--- src/rtl/uart_rx_core_if.sv ---
`default_nettype none
// +------------------------------------------------------------------+
// | Module   : uart_rx_core_if                                        |
// | Purpose  : Byte handshake between the UART receiver and consumer  |
// | Revision : 1.0                                                    |
// +------------------------------------------------------------------+
interface uart_rx_core_if;
    logic [7:0] rx_data;
    logic       rx_avail;
    logic       rx_error;
    logic       rx_ack;

    modport master (
        output rx_data,
        output rx_avail,
        output rx_error,
        input  rx_ack
    );

    modport slave (
        input  rx_data,
        input  rx_avail,
        input  rx_error,
        output rx_ack
    );
endinterface
`default_nettype wire

--- src/rtl/uart_rx_core.sv ---
`default_nettype none
// +------------------------------------------------------------------+
// | Module   : uart_rx_core                                           |
// | Purpose  : 16x oversampling 8N1 receiver; even parity (8E1) when  |
// |            UART_RX_PARITY_EN is defined                           |
// | Revision : 1.0                                                    |
// +------------------------------------------------------------------+
module uart_rx_core #(
    parameter int FREQ_HZ = 100000000,
    parameter int BAUD    = 115200
) (
    input  wire logic      clk,
    input  wire logic      reset_n,
    input  wire logic      uart_rxd,
    uart_rx_core_if.master rx_if
);
    localparam int c_DIV   = FREQ_HZ / (BAUD * 16);
    localparam int c_DIV_W = (c_DIV > 1) ? $clog2(c_DIV) : 1;
    localparam logic [c_DIV_W-1:0] c_DIV_MAX = c_DIV_W'(c_DIV - 1);

    typedef enum logic [2:0] {
        S_IDLE      = 3'd0,
        S_START     = 3'd1,
        S_DATA      = 3'd2,
`ifdef UART_RX_PARITY_EN
        S_PARITY    = 3'd3,
`endif
        S_STOP      = 3'd4,
        S_WAIT_HIGH = 3'd5
    } state_t;

    state_t             r_state;
    logic [1:0]         r_sync;
    logic [c_DIV_W-1:0] r_div;
    logic [3:0]         r_cnt;
    logic [2:0]         r_bit;
    logic [7:0]         r_sr;
    logic               r_s7;
    logic               r_s8;
    logic               r_done;
    logic               r_ferr;
    logic [7:0]         r_rx_data;
    logic               r_rx_avail;
    logic               r_rx_error;

    logic               w_rxs;
    logic               w_tick;
    logic [3:0]         w_cnt_n;
    logic               w_s9;
    logic               w_s15;
    logic               w_vote;
    logic               w_perr;

    assign w_rxs   = r_sync[1];
    assign w_tick  = (r_div == c_DIV_MAX);
    assign w_cnt_n = r_cnt + 4'd1;
    assign w_s9    = w_tick && (w_cnt_n == 4'd9);
    assign w_s15   = w_tick && (w_cnt_n == 4'd15);
    assign w_vote  = (r_s7 & r_s8) | (r_s7 & w_rxs) | (r_s8 & w_rxs);

`ifdef UART_RX_PARITY_EN
    logic r_perr;
    assign w_perr = r_perr;
`else
    assign w_perr = 1'b0;
`endif

    assign rx_if.rx_data  = r_rx_data;
    assign rx_if.rx_avail = r_rx_avail;
    assign rx_if.rx_error = r_rx_error;

    always_ff @(posedge clk or negedge reset_n) begin
        if (!reset_n) begin
            r_sync <= 2'b11;
        end else begin
            r_sync <= {r_sync[0], uart_rxd};
        end
    end

    // Parked at zero while idle so a new frame always starts phase-aligned to its edge
    always_ff @(posedge clk or negedge reset_n) begin
        if (!reset_n) begin
            r_div <= '0;
        end else if (r_state == S_IDLE || r_state == S_WAIT_HIGH || w_tick) begin
            r_div <= '0;
        end else begin
            r_div <= r_div + 1'b1;
        end
    end

    always_ff @(posedge clk or negedge reset_n) begin
        if (!reset_n) begin
            r_state    <= S_IDLE;
            r_cnt      <= '0;
            r_bit      <= '0;
            r_sr       <= '0;
            r_s7       <= 1'b1;
            r_s8       <= 1'b1;
            r_done     <= 1'b0;
            r_ferr     <= 1'b0;
            r_rx_data  <= '0;
            r_rx_avail <= 1'b0;
            r_rx_error <= 1'b0;
`ifdef UART_RX_PARITY_EN
            r_perr     <= 1'b0;
`endif
        end else begin
            r_done <= 1'b0;
            if (w_tick) begin
                r_cnt <= w_cnt_n;
                if (w_cnt_n == 4'd7) r_s7 <= w_rxs;
                if (w_cnt_n == 4'd8) r_s8 <= w_rxs;
            end

            case (r_state)
                S_IDLE: begin
                    r_cnt <= '0;
                    r_bit <= '0;
`ifdef UART_RX_PARITY_EN
                    r_perr <= 1'b0;
`endif
                    if (!w_rxs) r_state <= S_START;
                end
                S_START: begin
                    if (w_s9 && w_vote) begin
                        r_state <= S_IDLE;
                    end else if (w_s15) begin
                        r_state <= S_DATA;
                    end
                end
                S_DATA: begin
                    if (w_s9) r_sr <= {w_vote, r_sr[7:1]};
                    if (w_s15) begin
                        r_bit <= r_bit + 3'd1;
`ifdef UART_RX_PARITY_EN
                        if (r_bit == 3'd7) r_state <= S_PARITY;
`else
                        if (r_bit == 3'd7) r_state <= S_STOP;
`endif
                    end
                end
`ifdef UART_RX_PARITY_EN
                S_PARITY: begin
                    if (w_s9)  r_perr  <= (w_vote != ^r_sr);
                    if (w_s15) r_state <= S_STOP;
                end
`endif
                S_STOP: begin
                    // Deciding on sample 9 re-arms early, absorbing baud mismatch
                    if (w_s9) begin
                        r_done  <= 1'b1;
                        r_ferr  <= ~w_vote;
                        r_state <= w_vote ? S_IDLE : S_WAIT_HIGH;
                    end
                end
                S_WAIT_HIGH: begin
                    if (w_rxs) r_state <= S_IDLE;
                end
                default: r_state <= S_IDLE;
            endcase

            // An ack arriving with the completion frees the slot, so it is not an overrun
            if (r_done) begin
                if (r_rx_avail && !rx_if.rx_ack) begin
                    r_rx_error <= 1'b1;
                end else begin
                    r_rx_data  <= r_sr;
                    r_rx_avail <= 1'b1;
                    r_rx_error <= r_ferr | w_perr;
                end
            end else if (rx_if.rx_ack && r_rx_avail) begin
                r_rx_avail <= 1'b0;
                r_rx_error <= 1'b0;
            end
        end
    end
endmodule
`default_nettype wire

--- src/flat_wrapper.sv ---
// flat-port wrapper written by rule: the top's interface ports become plain ports
module uart_rx_core_flat 
#(
    parameter int FREQ_HZ = 100000000,
    parameter int BAUD    = 115200
)
  (clk, reset_n, uart_rxd, rx_if_rx_data, rx_if_rx_avail, rx_if_rx_error, rx_if_rx_ack);
  uart_rx_core_if rx_if_i ();
  input  wire logic clk;
  input  wire logic reset_n;
  input  wire logic uart_rxd;
  output wire logic [$bits(rx_if_i.rx_data)-1:0] rx_if_rx_data;
  output wire logic [$bits(rx_if_i.rx_avail)-1:0] rx_if_rx_avail;
  output wire logic [$bits(rx_if_i.rx_error)-1:0] rx_if_rx_error;
  input wire logic [$bits(rx_if_i.rx_ack)-1:0] rx_if_rx_ack;
  assign rx_if_rx_data = rx_if_i.rx_data;
  assign rx_if_rx_avail = rx_if_i.rx_avail;
  assign rx_if_rx_error = rx_if_i.rx_error;
  assign rx_if_i.rx_ack = rx_if_rx_ack;
  uart_rx_core #(.FREQ_HZ(FREQ_HZ), .BAUD(BAUD)) u_core (.clk(clk), .reset_n(reset_n), .uart_rxd(uart_rxd), .rx_if(rx_if_i));
endmodule
--- config.mk ---
export PLATFORM = sky130hd
export DESIGN_NAME = uart_rx_core_flat
export DESIGN_NICKNAME = d
export VERILOG_FILES = /design/src/rtl/uart_rx_core_if.sv /design/src/rtl/uart_rx_core.sv /design/src/flat_wrapper.sv
export SDC_FILE = /design/constraint.sdc
export NUM_CORES = 1
export LEC_CHECK = 0
export BUFFER_PORTS_ARGS = -buffer_cell sky130_fd_sc_hd__clkbuf_2
export CORE_MARGIN = 3
export CORE_UTILIZATION = 50
export CTS_CLUSTER_SIZE = 28
export DETAILED_ROUTE_END_ITERATION = 12
export PLACE_DENSITY = 0.76
export SYNTH_ARGS = -nofsm -noshare
export SYNTH_HDL_FRONTEND = slang
export SYNTH_SLANG_ARGS = --single-unit
--- constraint.sdc ---
create_clock -name clk -period 1.8 [get_ports clk]
set_clock_uncertainty 0.05 [all_clocks]
set_input_delay 0.18 -clock clk [delete_from_list [all_inputs] [get_ports clk]]
set_output_delay 0.18 -clock clk [all_outputs]
set_load 0.02 [all_outputs]
==> impl_metrics.csv <==
group,metric,value,unit
run_status,status,"completed",
detailed_routing,ant_nets,0,
worst_setup_path,slowest_delay,0.40,ns
worst_setup_path,critPathArrivalTime,1.86,ns
yosys,synth.net_count,171,
detailed_routing,highest_layer,"met4",
global_routing,grt_max_degree,19,
die,dieArea,4558,um2
yosys,synthXorXnorAreaFrac,4.630,%
placement,portBuffers,13,
yosys,synth-async-reset-ratio,100.0,%
die,die_w,67.51,um
worst_setup_path,critPathRequiredTime,1.93,ns
finish,n_fill_cell,272,
clock_network,clock_sinks,40,
clock_network,cts_root_buf,"clkbuf_8",
yosys,synth_common_cells,"36 x dfrtp_1, 18 x mux2_2, 16 x nor2_1, 14 x nand2_1, 8 x ha_1",
worst_setup_path,critPathCaptureType,"register",
detailed_routing,wl_per_cell,14.36,um
min_path,hold_depth,3,
yosys,yosys-top-cells-area,"dfrtp_1 48%, mux2_2 11%, dfstp_2 5.6%",
finish,drive_gt1_share,35.79,%
timing,finalHoldViolations,0,
min_path,hold_path_startpoint,"rx_if_rx_ack",
finish,final_core_util,64.27,%
die,coreArea,3495,um2
worst_setup_path,path_cells,"inv_2, ha_4, nand4_4, nor2_4, and2_4, nand4_4, mux2_4",
worst_setup_path,critPathKind,"register to register",
yosys,yosysWarningCount,0,
die,start_util,54.14,%
detailed_routing,drc,0,
detailed_routing,wl_met3,124,um
finish,antenna_cells,0,
timing,setup_viol,0,
clock_network,cts.reportedPaths.clkPinSlew,0.07,ns
yosys,synth.top_cell.area_share,47.62,%
timing,slew_violations,0,
finish,multi_input_area,877.1,um2
timing,timing.fmax,578.1,MHz
worst_setup_path,r2r_setup_slack,0.07,ns
power_and_ir_drop,ir_worst_vdd,0.0006260,V
yosys,synth_cell_types,37,
worst_setup_path,path_buf_inv,1,
timing,rsz0062_at_grt,"true",
global_routing,grt_use_total,17.73,%
finish,nets,201,
clock_network,cts_buffers,5,
detailed_routing,drt-vias-per-instance,5.271,
finish,regArea,1006,um2
finish,syn2layout_area_growth,18.72,%
yosys,syn_inst,159,
min_path,holdPathEnd,"u_core.rx_if.rx_avail",
flow_run,maxCapViolations,0,
yosys,synth_compound_gate_area_share,5.423,%
min_path,min_path_type,"primary input to register",
timing,timing.hold.ws,0.1737,ns
die,io_pins,14,
yosys,synth_fa_ha_area_share,5.820,%
die,dieHeight,67.51,um
clock_network,clk_latency,0.29,ns
yosys,synth_flop_cell,"dfrtp_1",
yosys,yosysMostFrequentCell,"dfrtp_1",
yosys,synth-simple-area-share,15.74,%
worst_setup_path,cpLargestDelayFamily,"simple AND/OR/NAND/NOR gates",
clock_network,cts_tree,"built",
worst_setup_path,worst_r2r_endpoint,"u_core.r_sr[4]",
yosys,synth-seq-area-share,53.17,%
clock_network,clock_path_buffers,2,
detailed_routing,m1WireLength,1514,um
worst_setup_path,cp-start-kind,"register",
yosys,avgSynthCellArea,11.90,um2
yosys,synth_edf_count,0,
die,rows,21,
timing,max-slew-margin-rel,69.78,%
global_routing,grt_antenna_before_repair,0,
worst_setup_path,crit_fanout,8,
detailed_routing,wirelength,3389,um
worst_setup_path,cp_slowest_cell,"dfrtp_1",
clock_network,htreeDepth,2,
placement,routabilityCongestion,0.8331,
worst_setup_path,rr_worst_depth,7,
timing,finalCriticalPeriod,1.730,ns
global_routing,grt_pass1_vias,1263,
power_and_ir_drop,p_leak,1.099,nW
placement,dp_hpwl,2482,um
worst_setup_path,cpMostUsedCell,"nand4_4",
detailed_routing,route.met2.wl,1689,um
global_routing,grt_pass1_wl,5768,um
global_routing,gr-total-overflow,0,
detailed_routing,drt_iter0_drc,86,
worst_setup_path,r2r-start,"u_core.r_div[1]",
yosys,mappedNetlistArea,1892,um2
yosys,ys_ff_latch,40,
timing,min_period_over_period,96.10,%
detailed_routing,vias,1244,
yosys,synth_top_area_cell,"dfrtp_1",
yosys,synth.area.mux_share,12.83,%
timing,worstMarginPinSlew,0.4533,ns
detailed_routing,first_pass_iters,4,
power_and_ir_drop,power.density,737.3,nW/um2
yosys,synth_top_family_by_area,"simple AND/OR/NAND/NOR gates",
## tightest hold or removal path, delay by kind of cell
kind	cells	cell delay (ns)
buffers and inverters	1	0.08
and+or+nand+nor	2	0.22
## flip-flops by register name (all words and copies together) (netlist names)
register,cells
u_core.r_s7,1
u_core.r_ferr,1
u_core.r_state,3
u_core.r_sr,8
u_core.r_cnt,4
u_core.r_sync,2
u_core.rx_if.rx_error,1
u_core.rx_if.rx_avail,1
u_core.rx_if.rx_data,8
u_core.r_done,1
u_core.r_s8,1
u_core.r_bit,3
u_core.r_div,6
## worst max-delay path by stage
stage          depth (start not counted)                end             from
2_1_floorplan                          6  u_core.r_state[2]  u_core.r_cnt[0]
3_3_place_gp                           7  u_core.r_state[0]  u_core.r_div[1]
3_5_place_dp                           7    u_core.r_bit[1]  u_core.r_div[1]
4_1_cts                                7     u_core.r_sr[4]  u_core.r_div[1]
5_1_grt                                7     u_core.r_sr[4]  u_core.r_div[1]
6_report                               7     u_core.r_sr[4]  u_core.r_div[1]
## cells by family after synthesis
logic type | after synthesis
muxes | 22
xor gates and xnor gates | 10
AOI/OAI and AO/OA | 15
adders and majority gates | 9
buffers and inverters | 9
DFF | 40
and+or+nand+nor | 54
## report_power, final
group          leakage, nW  total (W)  switching (W)  internal (W)
sequential           0.530   0.000904     0.00000178      0.000902
combinational        0.515  0.0000286      0.0000190    0.00000956
clock               0.0541   0.000723       0.000313      0.000410
total                 1.10    0.00166       0.000334       0.00132
## placed cells by master (no fill, tap or decap), types with 5 or more instances in the layout
cell type,instances
dfrtp_1,36
nand2_1,14
nor2_1,16
clkbuf_2,13
xor2_1,6
mux2_2,17
ha_1,6
clkbuf_8,5
buf_4,12
## metrics by stage
stage          instances  TNS [ns]   power, W  setup WS [ns]  instance area, um2
5_1_grt              236   -0.1241   0.001710       -0.03327                2246
2_1_floorplan        159         0  0.0009233        0.09435                1892
6_report             236         0   0.001656        0.07013                2246
4_1_cts              235         0   0.001672       0.001104                2207
3_5_place_dp         222   -0.2224  0.0009481       -0.06925                2048
3_3_place_gp         222         0  0.0009465        0.03212                2048
## layout make-up
cell class	count	share of cell area [%]
clock buffers	5	3.064
clock inverters	3	1.894
inverters	5	0.8357
multi-input cells	110	39.05
flip-flops and latches	40	44.79
well taps	46	2.563
repair buffers	27	7.799
## routing by layer
layer,GRT usage [%],vias to the layer above
met4,6.835,0
met5,0,-
li1,-,614
met1,20.93,608
met3,5.990,6
met2,29.65,16
## timing repair
item / in CTS / in global routing
setup endpoints to repair: 12 / 14
setup buffers: 3 / 1
hold buffers: 2 / 0
gates resized for setup: 2 / 6
hold endpoints to repair: 16 / 0
pin swaps: 2 / 4
Power figures use the tool's default switching activity.
